File: src/rtl/regfile_pkg.sv
// regfile_pkg: shared state encoding, limits and port-slice helpers for regfile_multiport.
package regfile_pkg;

    typedef enum logic {RF_CLEAR, RF_READY} rf_state_e;

    localparam int MAX_READ = 4;

    function automatic int slice_lo(input int idx, input int w);
        return idx * w;
    endfunction

endpackage

File: src/rtl/regfile_read_port.sv
// regfile_read_port: one registered read port with zero-register and optional write-through mux.
// REGFILE_BYPASS_EN selects write-through on a same-edge write/read hit.
module regfile_read_port
    import regfile_pkg::*;
#(
    parameter int DATA_W   = 32,
    parameter int ADDR_W   = 5,
    parameter int ZERO_REG = 1
) (
    input  logic              clk_i,
    input  logic              rst_i,
    input  logic              ready_i,
    input  logic              en_i,
    input  logic [ADDR_W-1:0] addr_i,
    input  logic [DATA_W-1:0] mem_data_i,
    input  logic              we_i,
    input  logic [ADDR_W-1:0] waddr_i,
    input  logic [DATA_W-1:0] wdata_i,
    output logic [DATA_W-1:0] data_o,
    output logic              valid_o
);

    logic [DATA_W-1:0] data_q, data_d;
    logic              valid_q, valid_d;
    logic              hit_zero, bypass;

    assign hit_zero = (ZERO_REG != 0) && (addr_i == '0);

`ifdef REGFILE_BYPASS_EN
    assign bypass = we_i && (waddr_i == addr_i);
`else
    logic unused_ok;
    assign bypass    = 1'b0;
    assign unused_ok = ^{we_i, waddr_i, wdata_i};
`endif

    always_comb begin
        valid_d = en_i && ready_i;
        data_d  = valid_d ? (hit_zero ? '0 : bypass ? wdata_i : mem_data_i) : data_q;
    end

    always_ff @(posedge clk_i) begin
        if (rst_i) begin
            data_q  <= '0;
            valid_q <= 1'b0;
        end else begin
            data_q  <= data_d;
            valid_q <= valid_d;
        end
    end

    assign data_o  = data_q;
    assign valid_o = valid_q;

endmodule

File: src/rtl/regfile_multiport.sv
// regfile_multiport: N-read/1-write register file with clear sequencer and hardwired-zero entry.
// Define REGFILE_BYPASS_EN for write-through on same-edge write/read to one address.
module regfile_multiport
    import regfile_pkg::*;
#(
    parameter int DATA_W   = 32,
    parameter int ADDR_W   = 5,
    parameter int NUM_READ = 2,
    parameter int ZERO_REG = 1
) (
    input  logic                       Clk,
    input  logic                       Reset,
    input  logic [NUM_READ*ADDR_W-1:0] ReadRegister,
    input  logic [NUM_READ-1:0]        ReadEnable,
    input  logic [ADDR_W-1:0]          WriteRegister,
    input  logic [DATA_W-1:0]          WriteData,
    input  logic                       RegWrite,
    output logic [NUM_READ*DATA_W-1:0] ReadData,
    output logic [NUM_READ-1:0]        ReadValid,
    output logic                       Ready
);

    localparam int DEPTH = 2 ** ADDR_W;

    logic [DATA_W-1:0] mem_q [DEPTH];
    rf_state_e         state_q, state_d;
    logic [ADDR_W-1:0] clr_idx_q, clr_idx_d;
    logic              ready_q, ready_d;
    logic              we;

    assign we = RegWrite && ready_q && !((ZERO_REG != 0) && (WriteRegister == '0));

    always_comb begin
        state_d   = state_q;
        clr_idx_d = clr_idx_q;
        ready_d   = ready_q;
        if (state_q == RF_CLEAR) begin
            clr_idx_d = clr_idx_q + ADDR_W'(1);
            if (clr_idx_q == '1) begin
                state_d = RF_READY;
                ready_d = 1'b1;
            end
        end
    end

    always_ff @(posedge Clk) begin
        if (Reset) begin
            state_q   <= RF_CLEAR;
            clr_idx_q <= '0;
            ready_q   <= 1'b0;
        end else begin
            state_q   <= state_d;
            clr_idx_q <= clr_idx_d;
            ready_q   <= ready_d;
        end
    end

    // The reset edge itself leaves memory untouched; clearing starts on the first released edge.
    always_ff @(posedge Clk) begin
        if (!Reset) begin
            if (state_q == RF_CLEAR)
                mem_q[clr_idx_q] <= '0;
            else if (we)
                mem_q[WriteRegister] <= WriteData;
        end
    end

    for (genvar g = 0; g < NUM_READ; g++) begin : g_rd
        regfile_read_port #(
            .DATA_W  (DATA_W),
            .ADDR_W  (ADDR_W),
            .ZERO_REG(ZERO_REG)
        ) u_rd (
            .clk_i     (Clk),
            .rst_i     (Reset),
            .ready_i   (ready_q),
            .en_i      (ReadEnable[g]),
            .addr_i    (ReadRegister[slice_lo(g, ADDR_W) +: ADDR_W]),
            .mem_data_i(mem_q[ReadRegister[slice_lo(g, ADDR_W) +: ADDR_W]]),
            .we_i      (we),
            .waddr_i   (WriteRegister),
            .wdata_i   (WriteData),
            .data_o    (ReadData[slice_lo(g, DATA_W) +: DATA_W]),
            .valid_o   (ReadValid[g])
        );
    end

    assign Ready = ready_q;

endmodule

File: config.mk
export PLATFORM = sky130hd
export DESIGN_NAME = regfile_multiport
export DESIGN_NICKNAME = d
export VERILOG_FILES = /design/src/rtl/regfile_pkg.sv /design/src/rtl/regfile_read_port.sv /design/src/rtl/regfile_multiport.sv
export SDC_FILE = /design/constraint.sdc
export NUM_CORES = 1
export LEC_CHECK = 0
export CAP_MARGIN = 25
export CORE_MARGIN = 2
export CORE_UTILIZATION = 56
export CTS_CLUSTER_DIAMETER = 40
export DETAILED_ROUTE_END_ITERATION = 8
export PLACE_DENSITY_LB_ADDON = 0.15
export SKIP_CTS_REPAIR_TIMING = 1
export SYNTH_ARGS = -nofsm -noshare
export SYNTH_HDL_FRONTEND = slang
export SYNTH_SLANG_ARGS = --single-unit
File: constraint.sdc
create_clock -name Clk -period 3 [get_ports Clk]
set_clock_uncertainty 0.15 [all_clocks]
set_input_delay 0.45 -clock Clk [delete_from_list [all_inputs] [get_ports Clk]]
set_output_delay 0.45 -clock Clk [all_outputs]
set_load 0.02 [all_outputs]
**Word level (Yosys, flattened, before mapping)**

Memories as Yosys holds them, arrays and structs flattened.
Index checks and enable logic that the tools add are counted.

- $add $sub $neg: 1
- Eq/ne operators: 1
- Multiplexer cells: 14
- Bitwise logic cells: 1
- Reductions and logical operators: 10

Operator list:

| kind | number |
|---|---|
| $mux W32 | 3 |
| $reduce_or A32 Y1 | 1 |
| $logic_not A5 Y1 | 3 |
| $mux W1 | 10 |
| $add A5 B1 Y5 const B | 1 |
| $eq A5 B5 Y1 const B | 1 |
| $mux W5 | 1 |
| $logic_and A1 B1 Y1 | 4 |
| $reduce_and A2 Y1 | 1 |
| $logic_not A1 Y1 | 1 |
| $not A1 Y1 | 1 |

- Register bits after elaboration: 73
- Memory bits (writable): 1024
- Output and inout bits: 67
- Logic and storage cells: 35
- Memories kept: 1

Memories:

| name | words | bits a word | rd ports | clocked after Yosys merged registers in | write ports | RTL line | RTL |
|---|---|---|---|---|---|---|---|
| mem_q | 32 | 32 | 2 | 0 | 1 | regfile_multiport.sv:25 | `logic [DATA_W-1:0] mem_q [DEPTH];` |

**Logic depth before layout (Yosys ltp)**

- Depth after elaboration: 9
- Gate-level depth with buffers: 9
- Mapped depth without buffers: 5

**By module**

From an unflattened synthesis, not the netlist that was laid out.

- Cell total of the unflattened synthesis: 3641
- Area total of the unflattened synthesis: 51340.5 sq um

By module, submodules not included:

| module | times used | cells each | area each (sq um) |
|---|---|---|---|
| regfile_multiport | 1 | 3487 | 49268.5 |
| regfile_read_port | 2 | 77 | 1036.0 |

**Worst setup path after synthesis**

Ideal clock, no wire load.

- Path type: reg-to-reg
- Start: register ready_q, in the netlist Ready
- End: memory mem_q[0][0], enable pin
- Arrival: 2.746 ns
- Slack: -0.317 ns
- Stages on the path, launching flop included: 6
- Path buffers: 1
- Cell sequence: dfxtp_1 -> clkbuf_1 -> nand4b_1 -> a21o_1 -> mux2i_1 -> nor2_1

- Word-level cells in the longest chain between the ends: 8

RTL lines:

| item | RTL line | RTL |
|---|---|---|
| start: declaration | regfile_multiport.sv:28 | `logic ready_q, ready_d;` |
| start signal: assignment | regfile_multiport.sv:54 | `ready_q <= ready_d;` |
| $logic_and A1 B1 Y1 (*) (2 in a row) | regfile_multiport.sv:31 | `assign we = RegWrite && ready_q && !((ZERO_REG != 0) && (WriteRegister == '0));` |
| $mux W1 (*) | regfile_multiport.sv:63 | `else if (we)` |
| $mux W1 (*) | regfile_multiport.sv:61 | `if (state_q == RF_CLEAR)` |
| $mux W1 (*) | regfile_multiport.sv:60 | `if (!Reset) begin` |
| $mux W1 (implied by the code) (*) | regfile_multiport.sv:64 | `mem_q[WriteRegister] <= WriteData;` |
| $reduce_or A32 Y1 (no line) | n/a |  |
| $mux W5 (no line) or $mux W1 (tied branches) | n/a |  |
| end: declaration | regfile_multiport.sv:25 |  |

Mark *: on every way between the ends. The rest lies on a longest branch, timed or not.

**Worst setup path in the final report**

- Start: register g_rd[1].u_rd.data_q[22]
- End: output ReadData[54]

RTL lines:

| item | RTL line | RTL |
|---|---|---|
| start: declaration | regfile_read_port.sv:23 | `logic [DATA_W-1:0] data_q, data_d;` |
| start signal: assignment | regfile_read_port.sv:47 | `data_q <= data_d;` |
| end: declaration | regfile_multiport.sv:18 | `output logic [NUM_READ*DATA_W-1:0] ReadData,` |

No word-level cell between the ends.

==> impl_summary.log <==
INFO  metric clock.fmax = 372 MHz
INFO  metric clkSlewWorstSetupHoldPaths = 0.06 ns
INFO  metric synth.distinct_cells = 52
INFO  metric whs = 0.232 ns
INFO  metric grt_first_pass_wirelength = 237 mm
INFO  metric totalNegativeSetupSlack = 0 ns
INFO  metric drtPass1Iterations = 5
INFO  metric die-area = 92,300 µm²
INFO  metric hold_depth = 4
INFO  metric hold_viol = 0
INFO  metric flow.area_growth_from_synthesis = 21.1%
INFO  metric synth_top_cell_area_share = 0.611
INFO  metric postSynth.asyncResetShare = 0
INFO  metric worstSetupPathType = reg2out
INFO  metric worstPathRequired = 2.40 ns
INFO  metric vias_per_cell = 7.29
INFO  metric via_count_of_the_first_global_routing_pass = 33,000
INFO  metric pin_count_of_the_biggest_net_entering_global_routing = 49
INFO  metric setup_repair_after_global_routing_missed_its_margin = false
INFO  metric slew_headroom = 0.389
INFO  metric gr-usage-all-layers = 0.365
INFO  metric netlist_instances = 2,804
INFO  metric max_cap_viol_count = 0
INFO  metric proportion_of_layout_cells_with_a_drive_suffix_above_1 = 0.309
INFO  metric synthTopCellsByArea = sky130_fd_sc_hd__edfxtp_1, sky130_fd_sc_hd__mux4_2, sky130_fd_sc_hd__mux2i_1
INFO  metric predominant_post_synthesis_flop_cell = sky130_fd_sc_hd__edfxtp_1
INFO  metric total_switching_power = 7900 µW
INFO  metric final_cells = 4,409
INFO  metric period_share = 0.895
INFO  metric wp_data_arrival = 2.09 ns
INFO  metric worst_ir_drop_vdd = 0.653 mV
INFO  metric pwr-share-comb = 0.056
INFO  metric synth.avg_cell_area = 18.0 µm²
INFO  metric crit_path_start_kind = register
INFO  metric antenna_found_initial = 6
INFO  metric final_max_slew_viol_count = 0
INFO  metric nets = 3,178
INFO  metric die_x = 304 µm
INFO  metric swShare = 0.218
INFO  metric via_count = 32,200
INFO  metric total_leakage_power = 0.0225 µW
INFO  metric part_of_the_yosys_area_used_for_sequential_elements = 0.640
INFO  metric port_buffers = 118
INFO  metric numCtsBuffers = 141
INFO  metric post-route-util = 0.686
INFO  metric clock_insertion_delay_worst_skew = 0.75 ns
INFO  metric tritoncts = built
INFO  metric dpl.hpwl = 107 mm
INFO  metric path_depth = 1
INFO  metric fp.dieH = 304 µm
INFO  metric hold_path.class = in2reg
INFO  metric crit_family = buffers and inverters
INFO  metric timing.final.setup_violations = 0
INFO  metric rr_worst_depth = 5
INFO  metric core = 88,800 µm²
INFO  metric power_report.internal_total = 28,300 µW
INFO  metric share_clk_of_total_power = 0.486
INFO  metric worst-path-max-fanout = 4
INFO  metric top_level_ports = 119
INFO  metric status = completed
INFO  metric slowest_delay = 0.89 ns
INFO  metric clock_path_buffers = 3
INFO  metric detail_route.iter0.violations = 4,255
INFO  metric cts_root_buf = sky130_fd_sc_hd__clkbuf_16
INFO  metric wl_per_cell = 38.0 µm
INFO  metric finalWeightedCongestion = 0.952
INFO  metric cellPowerDensity = 595 nW/µm²
INFO  metric placement_rows = 109
INFO  metric numClockSinks = 1,097
INFO  metric totalWireLength = 168 mm
INFO  metric synth_fp_nets = 2,858
INFO  metric fin_area = 60,900 µm²
INFO  metric period_minus_slack = 2.69 ns
INFO  metric crit_chain = clkdlybuf4s50_1
INFO  metric layout.filler_cells = 5,638
INFO  metric synth_edf_count = 1,024
INFO  metric initial_utilization = 0.567
INFO  metric crit_path_top_delay_cell = sky130_fd_sc_hd__clkdlybuf4s50_1
INFO  metric yosys_reg_bits = 1,097
INFO  metric syn-cell-area = 50,300 µm²
INFO  metric final_antenna_net_count = 0
INFO  metric remaining_drc_errors = 0
INFO  metric cp_num_buf_inv = 1
INFO  metric multi_input_area = 17,200 µm²
INFO  metric area.sequential = 32,200 µm²
INFO  metric dp.cells = 4,145
INFO  metric cts-htree-levels = 4
INFO  metric power.share.sequential = 0.458
INFO  metric global_route_congestion_overflow_total = 0
INFO  metric synth.largest_area_cell = sky130_fd_sc_hd__edfxtp_1
INFO  metric placedInstanceArea = 56,000 µm²
INFO  metric worst_setup_path_end_kind = output port
INFO  metric synth-warning-count = 0
INFO  metric worst_slew_pin_slew = 0.914 ns
## metal layers
layer,GRT usage,routed length [µm],vias up
li1,-,-,12600
met4,0.199,10100,4
met2,0.571,78400,2362
met5,0,23,-
met1,0.484,60500,16600
met3,0.0762,18700,535
## power groups by stage
| stage | clock, µW | combinational [µW] | sequential, µW |
|---|---|---|---|
| after global placement | 0 | 1950 | 16900 |
| after CTS | 17700 | 1990 | 16600 |
| after global routing | 18300 | 2070 | 16600 |
| after floorplan | 0 | 1140 | 16900 |
| final | 17600 | 2030 | 16600 |
| after detailed placement | 0 | 1980 | 16900 |
## cell type report
cell class	instances	area share
sequential	1097	0.529
clock buffer	171	0.0635
antenna	1	0.0000411
clock inverter	91	0.0179
timing repair buffer	410	0.0818
multi-input combinational	1452	0.283
inverter	22	0.00136
tap	1165	0.0239
## cell usage after synthesis, types with 5 or more instances
master and n:
sky130_fd_sc_hd__a22oi_1 98, sky130_fd_sc_hd__nor2b_1 10, sky130_fd_sc_hd__mux4_2 352, sky130_fd_sc_hd__mux2i_1 355
sky130_fd_sc_hd__and2_1 60, sky130_fd_sc_hd__mux2_2 32, sky130_fd_sc_hd__dfxtp_1 73, sky130_fd_sc_hd__a221oi_1 16
sky130_fd_sc_hd__buf_6 13, sky130_fd_sc_hd__a21oi_1 38, sky130_fd_sc_hd__o22ai_1 70, sky130_fd_sc_hd__a32oi_1 33
sky130_fd_sc_hd__a211oi_1 27, sky130_fd_sc_hd__a2111oi_2 20, sky130_fd_sc_hd__inv_1 22, sky130_fd_sc_hd__buf_4 19
sky130_fd_sc_hd__a211oi_2 5, sky130_fd_sc_hd__a21o_1 17, sky130_fd_sc_hd__o221ai_1 32, sky130_fd_sc_hd__nor2_1 100
sky130_fd_sc_hd__nand2b_1 9, sky130_fd_sc_hd__o21ai_0 32, sky130_fd_sc_hd__buf_2 91, sky130_fd_sc_hd__a22o_1 64
sky130_fd_sc_hd__clkbuf_1 102, sky130_fd_sc_hd__a2111oi_0 33, sky130_fd_sc_hd__buf_1 7, sky130_fd_sc_hd__edfxtp_1 1024
## final timing paths
| path | slack, ns | startpoint | endpoint |
|---|---|---|---|
| max | 0.31 | g_rd[1].u_rd.data_o[22] | ReadData[54] |
| min | 0.23 | ReadRegister[9] | g_rd[1].u_rd.data_o[5] |
| min reg2reg | 0.36 | g_rd[0].u_rd.data_o[6] | g_rd[0].u_rd.data_o[6] |
| max reg2reg | 0.54 | mem_q[31][24] | g_rd[1].u_rd.data_o[24] |
## kinds of logic after synthesis
| logic type | after synthesis | synth area share |
|---|---|---|
| compound gates | 496 | 0.0771 |
| xor+xnor | 3 | 0.000522 |
| flops | 1097 | 0.640 |
| fa+ha+maj | 2 | 0.000497 |
| simple gates | 212 | 0.0219 |
| buf+inv | 255 | 0.0249 |
| mux | 739 | 0.235 |
## worst reg2reg max path, cell delays in order, from the launching register on
cell                        delay, ns
sky130_fd_sc_hd__edfxtp_1        0.40
sky130_fd_sc_hd__mux4_2          0.49
sky130_fd_sc_hd__mux2_2          0.29
sky130_fd_sc_hd__a2111oi_0       0.72
sky130_fd_sc_hd__buf_4           0.22
sky130_fd_sc_hd__a211oi_1        0.04
## per-stage QoR
step                      power, µW  worst slack, ns
after floorplan               18100           -0.317
after CTS                     36300            0.335
final                         36200            0.315
after global routing          37000            0.284
after detailed placement      18900           -0.203
after global placement        18900           -0.196
## sequential cells by signal, summed over array words and instances (netlist names)
name	count
mem_q	1024
g_rd.u_rd.data_o	64
clr_idx_q	5
g_rd.u_rd.valid_o	2
Ready	1
state_q	1
## placed cells by master (no fill, tap or decap), types with 33 or more instances in the layout
master	n
sky130_fd_sc_hd__a22oi_1	98
sky130_fd_sc_hd__clkbuf_16	148
sky130_fd_sc_hd__a2111oi_0	33
sky130_fd_sc_hd__dfxtp_1	73
sky130_fd_sc_hd__buf_12	128
sky130_fd_sc_hd__nor2_4	34
sky130_fd_sc_hd__o22ai_1	70
sky130_fd_sc_hd__edfxtp_1	1024
sky130_fd_sc_hd__and2_1	58
sky130_fd_sc_hd__a22o_1	64
sky130_fd_sc_hd__mux4_2	352
sky130_fd_sc_hd__buf_4	166
sky130_fd_sc_hd__mux2i_1	355
sky130_fd_sc_hd__clkdlybuf4s50_1	110
sky130_fd_sc_hd__a21oi_1	33
sky130_fd_sc_hd__a32oi_1	33
sky130_fd_sc_hd__nor2_1	66
No activity file was read; power rests on OpenSTA's default activity.
==> edit (same settings) <==
Change the parameter `NUM_READ` from 2 to 1.
--- a/src/rtl/regfile_multiport.sv
+++ b/src/rtl/regfile_multiport.sv
@@ -5,7 +5,7 @@
 #(
     parameter int DATA_W   = 32,
     parameter int ADDR_W   = 5,
-    parameter int NUM_READ = 2,
+    parameter int NUM_READ = 1,
     parameter int ZERO_REG = 1
 ) (
     input  logic                       Clk,
Ports: changed (resized ReadData, ReadEnable, ReadRegister and ReadValid); port bits go from 119 to 80. No check against the original RTL was run, so the function may have changed too.
==> edit against the original RTL <==
The run now ends with design-rule violations left; hold slack lost 0.15 ns; area after synthesis fell by 18%; maximum frequency up 0.36%; sequential share of layout area increased by 10 points; power fell by 9.5%; sequential power shrank 2%; design area down 18%; sequential cell count down 33; non-clock buffer count is 126 lower; routed wire length decreased by 41%; synthesized cell count decreased by 25%; critical path depth is 6 higher; count of clock-buffer cells in the layout shrank 13; worst setup slack improved by 0.0096 ns; largest power group is now sequential cells.
==> edit: results (changes against the original RTL) <==
actual slew at the worst max-slew pin -> 0.650 ns (was 0.914 ns)
Yosys cell types -> 56 (was 52)
top post-synthesis cells by count -> edfxtp_1 (1,024), mux2i_1 (240), mux4_2 (141) (was edfxtp_1 (1,024), mux2i_1 (355), mux4_2 (352))
via count -> 21,700 (was 32,200)
first-pass GRT wire length -> 146,000 µm (was 237,000 µm)
failing checks -> design-rule violations
drt initial violations -> 2,531 (was 4,255)
Routed WL -> 99,500 µm (was 168,000 µm)
xor and xnor area share after synthesis -> 0.000636 (was 0.000522)
max FFs per register -> 1,024 (unchanged)
Place WS -> -0.111 ns (was -0.203 ns)
number of diodes -> 0 (was 1)
Biggest register -> mem_q (unchanged)
met2 Use GR -> 0.393 (was 0.571)
top cells by area, synth -> edfxtp_1 (74%), mux4_2 (7.7%), mux2i_1 (5.8%) (was edfxtp_1 (61%), mux4_2 (16%), mux2i_1 (7.1%))
initial antenna violation count -> 1 (was 6)
DRT Pass-1 Iters -> 9 (was 5)
Port Buffer Count -> 79 (was 118)
gpl congestion -> 0.897 (was 0.952)
placed insts -> 3,208 (was 4,145)
Mapped Cells -> 2,091 (was 2,804)
Synth Area in Adders -> 0.000605 (was 0.000497)
fillers -> 4,656 (was 5,638)
r2r startpoint -> state_q (was mem_q[31][24])
largest net degree at the start of global routing -> 51 (was 49)
global-route track usage on met1 -> 0.386 (was 0.484)
LEAKAGE -> 18.6 nW (was 22.5 nW)
Layout Cells excl Fill -> 3,450 (was 4,409)
layout cells sized above 1 -> 0.255 (was 0.309)
DP HPWL -> 63,500 µm (was 107,000 µm)
total CTS buffers -> 132 (was 141)
nets -> 2,431 (was 3,178)
met3 Resource Use GR -> 0.101 (was 0.0762)
Compound-Gate Fraction of Synth Area -> 0.0540 (was 0.0771)
min-delay src -> ReadRegister[3] (was ReadRegister[9])
post-synthesis mux area share -> 0.142 (was 0.235)
total track usage -> 0.269 (was 0.365)
sequential area share after synthesis -> 0.763 (was 0.640)
clk_lat worst skew -> 0.71 ns (was 0.75 ns)
DRC violations left -> 1 (was 0)
status -> complete, but fails checks (was complete, no violations)
crit path max fanout -> 10 (was 4)
crit path from -> state_q (was g_rd[1].u_rd.data_o[22])
critical path arrival -> 2.98 ns (was 2.09 ns)
VDD IR max -> 0.567 mV (was 0.653 mV)
Post-DP Area -> 45,600 µm² (was 56,000 µm²)
-- edit: cell types whose count changed after synthesis, moves of 33 or more --
cell	change
mux4_2	-211
mux2i_1	-115
a22oi_1	-92
a22o_1	-64
clkbuf_1	-61
nor2_1	-53
nand2_1	+45
buf_2	-40
dfxtp_1	-33
-- edit: logic make-up after synthesis --
logic type	after synthesis
xor+xnor	3
compound gates	304
mux	406
buf+inv	134
flops	1064
simple gates	178
fa+ha+maj	2
-- edit: critical path, cell delays in order, from the launching register on --
cell	delay, ns
dfxtp_1	0.53
and4b_1	0.56
o31ai_4	0.20
buf_4	0.20
a41oi_1	0.27
buf_4	0.24
nor2_4	0.05
buf_4	0.20
-- edit: final cells by class --
class	instances	area [µm²]	share of cell area
Tap cell	959	1200	0.0240
Clock inverter	84	853	0.0171
Timing Repair Buffer	284	3450	0.0690
Sequential cell	1064	31600	0.632
Multi-Input combinational cell	893	9330	0.187
Clock buffer	158	3530	0.0706
Inverter	8	30.0	0.000601
-- edit: layer usage --
metal / share of wire / wire length, µm / up-vias
li1: - / - / 9299
met3: 0.11 / 11300 / 113
met5: 0.0011 / 113 / -
met1: 0.42 / 41500 / 11200
met2: 0.45 / 45200 / 1024
met4: 0.014 / 1420 / 2
-- edit: path summary, 6_finish.rpt --
| check | end | slack, ns | cells after the start |
|---|---|---|---|
| worst max-delay path | mem_q[5][1] | 0.32 | 7 |
| worst max register to register | mem_q[5][1] | 0.32 | 7 |
| worst min-delay path | g_rd[0].u_rd.data_o[12] | 0.08 | 3 |
| worst min register to register | g_rd[0].u_rd.data_o[4] | 0.42 | 2 |
-- edit: where the power goes --
group	switching (W)	internal [W]
Clock	0.00613	0.00946
Sequential	0.0000247	0.0161
Combinational	0.000634	0.000448
Total	0.00678	0.0260
